$ cat src/rtl/ly_hit_stretcher.sv
// ly_hit_stretcher: per-channel pulse stretcher for one anode layer.
// Each single-cycle one-shot pulse on lyr[i] is widened to drift_delay clocks
// (0 treated as 1) so that hits from different layers overlap in time for the
// pattern finder. A retrigger reloads the window from the latest pulse.
// Also reports the per-cycle count of accepted pulses (nhit) and layer activity.
// Optional build macro: LY_HOT_MASK_EN adds a hot_mask input that blocks
// new loads on noisy channels without cutting stretches already running.
module ly_hit_stretcher #(
  parameter int CH = 96,
  parameter int WW = 4
) (
  input  logic          clk,
  input  logic          rst,
  input  logic [CH-1:0] lyr,
  input  logic          trig_stop,
  input  logic [WW-1:0] drift_delay,
`ifdef LY_HOT_MASK_EN
  input  logic [CH-1:0] hot_mask,
`endif
  output logic [CH-1:0] lys,
  output logic [6:0]    nhit,
  output logic          ly_busy
);

  localparam logic [WW-1:0] ONE = WW'(1);

  // Stretch length applied to channels loading this cycle; 0 means 1.
  logic [WW-1:0] len;
  assign len = (drift_delay == '0) ? ONE : drift_delay;

  // Accepted new pulses: trig_stop drops them outright (no deferral).
  logic [CH-1:0] load;
`ifdef LY_HOT_MASK_EN
  assign load = lyr & ~{CH{trig_stop}} & ~hot_mask;
`else
  assign load = lyr & ~{CH{trig_stop}};
`endif

  // Next-cycle activity of every channel, used for both lys and ly_busy.
  logic [CH-1:0] active_d;

  genvar gi;
  generate
    for (gi = 0; gi < CH; gi++) begin : g_ch
      logic [WW-1:0] cnt_q;
      logic [WW-1:0] cnt_d;

      // Down-counter next state: reload on pulse, otherwise count down to zero.
      always_comb begin
        cnt_d = cnt_q;
        if (load[gi]) begin
          cnt_d = len;
        end else if (cnt_q != '0) begin
          cnt_d = cnt_q - ONE;
        end
      end

      // Counter register; reset clears any stretch and discards a coincident pulse.
      always_ff @(posedge clk) begin
        if (rst) begin
          cnt_q <= '0;
        end else begin
          cnt_q <= cnt_d;
        end
      end

      assign active_d[gi] = (cnt_d != '0);
    end
  endgenerate

  // Popcount of accepted loads; registered so it lines up with the lys rising edge.
  logic [6:0] nhit_d;
  always_comb begin
    nhit_d = '0;
    for (int i = 0; i < CH; i++) begin
      nhit_d = nhit_d + 7'(load[i]);
    end
  end

  // Output registers: lys mirrors counter activity, ly_busy is its OR.
  logic [CH-1:0] lys_q;
  logic [6:0]    nhit_q;
  logic          ly_busy_q;
  always_ff @(posedge clk) begin
    if (rst) begin
      lys_q     <= '0;
      nhit_q    <= '0;
      ly_busy_q <= 1'b0;
    end else begin
      lys_q     <= active_d;
      nhit_q    <= nhit_d;
      ly_busy_q <= |active_d;
    end
  end

  assign lys     = lys_q;
  assign nhit    = nhit_q;
  assign ly_busy = ly_busy_q;

endmodule

$ cat config.mk
export PLATFORM = sky130hd
export DESIGN_NAME = ly_hit_stretcher
export DESIGN_NICKNAME = d
export VERILOG_FILES = /design/src/rtl/ly_hit_stretcher.sv
export SDC_FILE = /design/constraint.sdc
export NUM_CORES = 1
export LEC_CHECK = 0
export BUFFER_PORTS_ARGS = -buffer_cell sky130_fd_sc_hd__buf_4
export CORE_MARGIN = 1.5
export CORE_UTILIZATION = 56
export CTS_CLUSTER_SIZE = 10
export DETAILED_ROUTE_END_ITERATION = 8
export HOLD_SLACK_MARGIN = 0.12
export PLACE_DENSITY_LB_ADDON = 0.3
export REMOVE_ABC_BUFFERS = 1
export SLEW_MARGIN = 20
export SYNTH_ARGS = -nofsm -noshare
export SYNTH_HDL_FRONTEND = slang
export SYNTH_SLANG_ARGS = --single-unit
$ cat constraint.sdc
create_clock -name clk -period 8.2 [get_ports clk]
set_input_delay 0.82 -clock clk [delete_from_list [all_inputs] [get_ports clk]]
set_output_delay 0.82 -clock clk [all_outputs]
set_load 0.05 [all_outputs]
======== Word level (Yosys, flattened, before mapping) ========
Index checks and enable logic that the tools add are counted.
cells by class
  mux-type cells .......................... 193
  add/subtract/negate cells ............... 191
  bitwise logic cells ..................... 2
  reductions and logical operators ........ 194
operator list
  operator             number
  $mux 4               193
  $reduce_bool 4->1    192
  $add 7x1->7          89
  $sub 4x1->4 const B  96
  $and 96x96->96       1
  $not 96->96          1
  $reduce_or 96->1     1
  $add 6x1->7          1
  $add 5x1->6          1
  $add 4x1->5          1
  $add 3x1->4          1
  $logic_not 4->1      1
  $add 2x1->3          1
  $add 1x1->2          1
storage, ports and cells
  bits in registers ....................... 488
  input port bits ......................... 103
  word-level logic and storage cells ...... 679
  output and inout bits ................... 104

======== Logic depth before layout (Yosys ltp) ========
  word-level depth ........................ 97
  gate-level depth with buffers ........... 29
  gate-level depth less buffers ........... 25

======== Least setup slack after synthesis ========
No wires, ideal clock.
  kind .................................... input to register
  start point ............................. input trig_stop
  end point ............................... register nhit_q[6], in the netlist nhit[6]
  buffers on the path ..................... 4
  library setup time ...................... 0.128 ns
  setup slack ............................. 0.210 ns
  data required time ...................... 8.072 ns
  cell stages on the path ................. 25
  data arrival time ....................... 7.863 ns
  path through ............................ buf_2 clkbuf_1 clkbuf_1 nand2b_1 clkbuf_1 inv_1 fa_1 inv_1 fa_1 fa_1 fa_1 fa_1 fa_1 fa_1 fa_1 fa_1 inv_1 ha_1 fa_1 a21o_1 a21oi_1 o21bai_1 a21oi_1 xor2_1 nor2_1
on the way
  longest elaborated chain between the ends .. 97
RTL lines
  element                    RTL line  source
  from (decl)                15        input logic trig_stop,
  $not 96->96 *              36        assign load = lyr & ~{CH{trig_stop}};
  $and 96x96->96 *           36
  $add 1x1->2                76        nhit_d = nhit_d + 7'(load[i]);
  $add 2x1->3                76
  $add 3x1->4                76
  $add 4x1->5                76
  $add 5x1->6                76
  $add 6x1->7                76
  $add 7x1->7 (88 in a row)  76
  $add 7x1->7 *              76
  to (signal assigned)       91        nhit_q <= nhit_d;
  to (decl)                  82        logic [6:0] nhit_q;
Every way passes the cells marked *; elsewhere a longest branch is shown, timed or not.
A chain may end at the register's enable or synchronous reset.

======== Final worst setup path ========
Same ends and word-level chain as after synthesis.

==> results.sh <==
export IMPL_worst_setup_path_end_kind="register"
export IMPL_syn_instance_count=3516
export IMPL_comb_power_share=0.609
export IMPL_post_cts_buffers=0
export IMPL_worst_path_buf_inv=6
export IMPL_design_power_total_mw=15.1
export IMPL_cts_root_to_sink_buffers=3
export IMPL_antennaDiodeCount=0
export IMPL_wire_length_of_the_first_global_routing_pass_um=125000
export IMPL_hold_violations=0
export IMPL_placed_cells=4317
export IMPL_htree_levels=2
export IMPL_clock_pin_slew_reported_for_the_worst_setup_and_hold_paths_after_clock_tree_synthesis_ps=60
export IMPL_postSynthAreaPerCell_um2=8.19
export IMPL_synth_flop_cell="dfxtp_1"
export IMPL_floorplan_initialDensity=0.570
export IMPL_drtIter0Drc=2102
export IMPL_timing_critical_path_from="trig_stop"
export IMPL_maxSlewHeadroom=0.281
export IMPL_totalNegativeSetupSlack_ps=0
export IMPL_die_width_um=230
export IMPL_rsz_0062_raised_after_global_routing="false"
export IMPL_r2r_end="ly_busy"
export IMPL_post_synth_main_area_contributors="dfxtp_1, nor2_1, fa_1"
export IMPL_ctsResizeCount=0
export IMPL_antenna_found_initial=2
export IMPL_firstDrtPassIters=5
export IMPL_gr_usage_all_layers=0.297
export IMPL_cts_root_buf="clkbuf_16"
export IMPL_max_clock_freq_mhz=135
export IMPL_intPower_mw=8.55
export IMPL_finalCriticalPeriod_ps=7430
export IMPL_grt_max_degree=216
export IMPL_drv_cap=0
export IMPL_timing_critical_path_slowest_stage_cell="fa_1"
export IMPL_fp_dieH_um=230
export IMPL_gp_routability_congestion=0.918
export IMPL_antenna_left=0
export IMPL_layout_drive_gt1_share=0.124
export IMPL_fin_worst_skew_ps=11.9
export IMPL_placement_rows=82
export IMPL_total_switching_power_mw=6.52
export IMPL_final_common_cell="nor2_1"
export IMPL_p_sw_frac=0.432
export IMPL_final_cell_mix="nor2_1, dfxtp_1, inv_1"
export IMPL_cp_endpoint="nhit[6]"
export IMPL_critical_path_class="in -> reg"
export IMPL_power_static_leakage_nw=14.1
export IMPL_overflow=0
export IMPL_route_final_wire_length_um=79800
export IMPL_drt_vias_per_instance=5.75
export IMPL_ctsHoldBuffers=0
export IMPL_p_clk_frac=0.147
export IMPL_floorplan_die_area_um2=52800
export IMPL_final_instance_count_excl_fill=4389
export IMPL_drc=0
export IMPL_timing_max_transition_violations_final=0
export IMPL_numCtsBuffers=56
export IMPL_cp_arrival_ps=7900
export IMPL_num_io_pins=207
export IMPL_power_density_nw_per_um2=459
export IMPL_ys_warnings_count=0
export IMPL_share_seq_of_total_power=0.244
export IMPL_critical_path_rt_ps=8670
export IMPL_critical_path_cell_count=24
export IMPL_cts_tree="done"
export IMPL_floorplan_core_area_um2=50500
export IMPL_ys_async_sr_fraction=0
export IMPL_final_min_period_over_clock_period=0.906
export IMPL_numPortBuffers=206
export IMPL_setup_viol=0
export IMPL_worstSetupStartpointType="input port"
export IMPL_synth_enable_flop_cells=0
export IMPL_max_stage_delay_ps=560
export IMPL_worst_path_max_fanout=19
export IMPL_path_common_cell="fa_1"
export IMPL_synth_seq_area_share=0.339
export IMPL_max_slew_worst_pin_slew_ps=1050
export IMPL_worst_r2r_cell_count=10
export IMPL_area_growth_syn_to_layout_pct=14.0
export IMPL_synth_seq_cells=488
export IMPL_yosysTopAreaCellShare=0.339
export IMPL_setup_reg_to_reg_worst_slack_ps=3970
export IMPL_syn_cell_area_um2=28800
export IMPL_synth_top_area_cell="dfxtp_1"
export IMPL_hold_class="reg -> reg"
export IMPL_clock_sinks=488
export IMPL_vdd_ir_drop_max_mv=1.11
export IMPL_vias_in_the_first_global_route=23500
export IMPL_synth_cell_types=74
export IMPL_path_delay_family="adder cells"
export IMPL_vias=25300
export IMPL_hpwlAfterDp_um=56700
export IMPL_run_status="finished clean"
export IMPL_layout_nets=4004
export IMPL_r2r_start="g_ch[57].cnt_q[0]"
export IMPL_clk_insertion_delay_late_ps=610
export IMPL_post_drt_wl_per_cell_um=18.2
export IMPL_cp_cell_sequence="buf_4, buf_12, nor2b_1, inv_1, fa_1, inv_1, fa_1, fa_1, inv_1, fa_1, fa_1, fa_1, fa_1, fa_1, fa_1, inv_1, ha_1, fa_1, a21o_1, a21oi_1, o21bai_1, a21oi_1, xor2_1, nor2_1"
==> synth_stat cells, types with 28 or more instances <==
cell and instances:
mux2i_1 141, nor4_1 28, a31oi_1 33, nor2_1 568, o221a_2 28, nand4_1 42
ha_1 114, fa_1 84, nor2b_1 135, nand3_1 95, dfxtp_1 488, nand2b_1 162
nand3b_1 69, nor3b_1 73, a311oi_1 42, inv_1 339, a211oi_1 39, xnor2_1 109
a21oi_1 172, nor3_1 103, nand2_1 130, clkbuf_1 142, o21ai_0 90
==> kinds of logic after synthesis <==
group                    count (synthesis)  share of synthesized area
XOR/XNOR                               116                     0.0353
AO/OA/AOI/OAI                          523                      0.121
buffers and inverters                  522                     0.0690
flip-flops                             488                      0.339
adder cells (fa/ha/maj)                198                      0.108
AND/OR/NAND/NOR                       1504                      0.269
multiplexers                           165                     0.0584
==> worst min-delay path: stages, from the launching register on <==
cell and delay, ps:
dfxtp_1 330, nand3b_1 90, a221oi_1 60
==> worst min-delay path by stage <==
stage | startpoint | cells past startpoint | to
floorplan | g_ch[59].cnt_q[3] | 2 | g_ch[59].cnt_q[2]
global placement | g_ch[76].cnt_q[3] | 2 | g_ch[76].cnt_q[2]
detailed placement | g_ch[91].cnt_q[3] | 2 | g_ch[91].cnt_q[2]
CTS | g_ch[61].cnt_q[3] | 2 | g_ch[61].cnt_q[2]
global route | g_ch[91].cnt_q[3] | 2 | g_ch[91].cnt_q[2]
finish | g_ch[59].cnt_q[3] | 2 | g_ch[59].cnt_q[2]
==> metal layers <==
metal | vias to the layer above | global-route usage | wire length (um)
met5 | - | 0 | 13
li1 | 12300 | - | -
met2 | 847 | 0.487 | 36800
met4 | 2 | 0.131 | 3240
met3 | 182 | 0.0396 | 5840
met1 | 11900 | 0.392 | 33900
==> flip-flops by register name, summed over array words and instances (netlist names) <==
register / count
g_ch.cnt_q: 384
lys: 96
nhit: 7
ly_busy: 1
==> final cells by class <==
class / instances / area, um^2
Timing Repair Buffer: 309 / 2360
Multi-Input combinational cell: 2506 / 17000
Inverter: 342 / 1280
Clock inverter: 2 / 10.0
Sequential cell: 488 / 9770
Clock buffer: 70 / 1510
Tap cell: 672 / 841
Fill cell: 4281 / 17700
==> metrics by stage <==
stage / instance area, um^2 / hold slack (ps) / util / worst slack [ps]
after floorplan: 28100 / 488 / - / 662
final: 32800 / 528 / 0.650 / 767
after global routing: 32800 / 560 / 0.650 / 398
after CTS: 32800 / 527 / 0.650 / 778
after global placement: 31300 / 508 / 0.620 / 233
after detailed placement: 31300 / 520 / 0.620 / 139
==> power groups by stage <==
stage	combinational [mW]	sequential [mW]	clock [mW]
finish	9.17	3.68	2.21
detailed placement	9.09	3.71	0
floorplan	6.57	4.11	0
global route	10.4	3.77	2.34
global placement	8.74	3.70	0
CTS	9.15	3.67	2.24
Power figures use the tool's default switching activity.
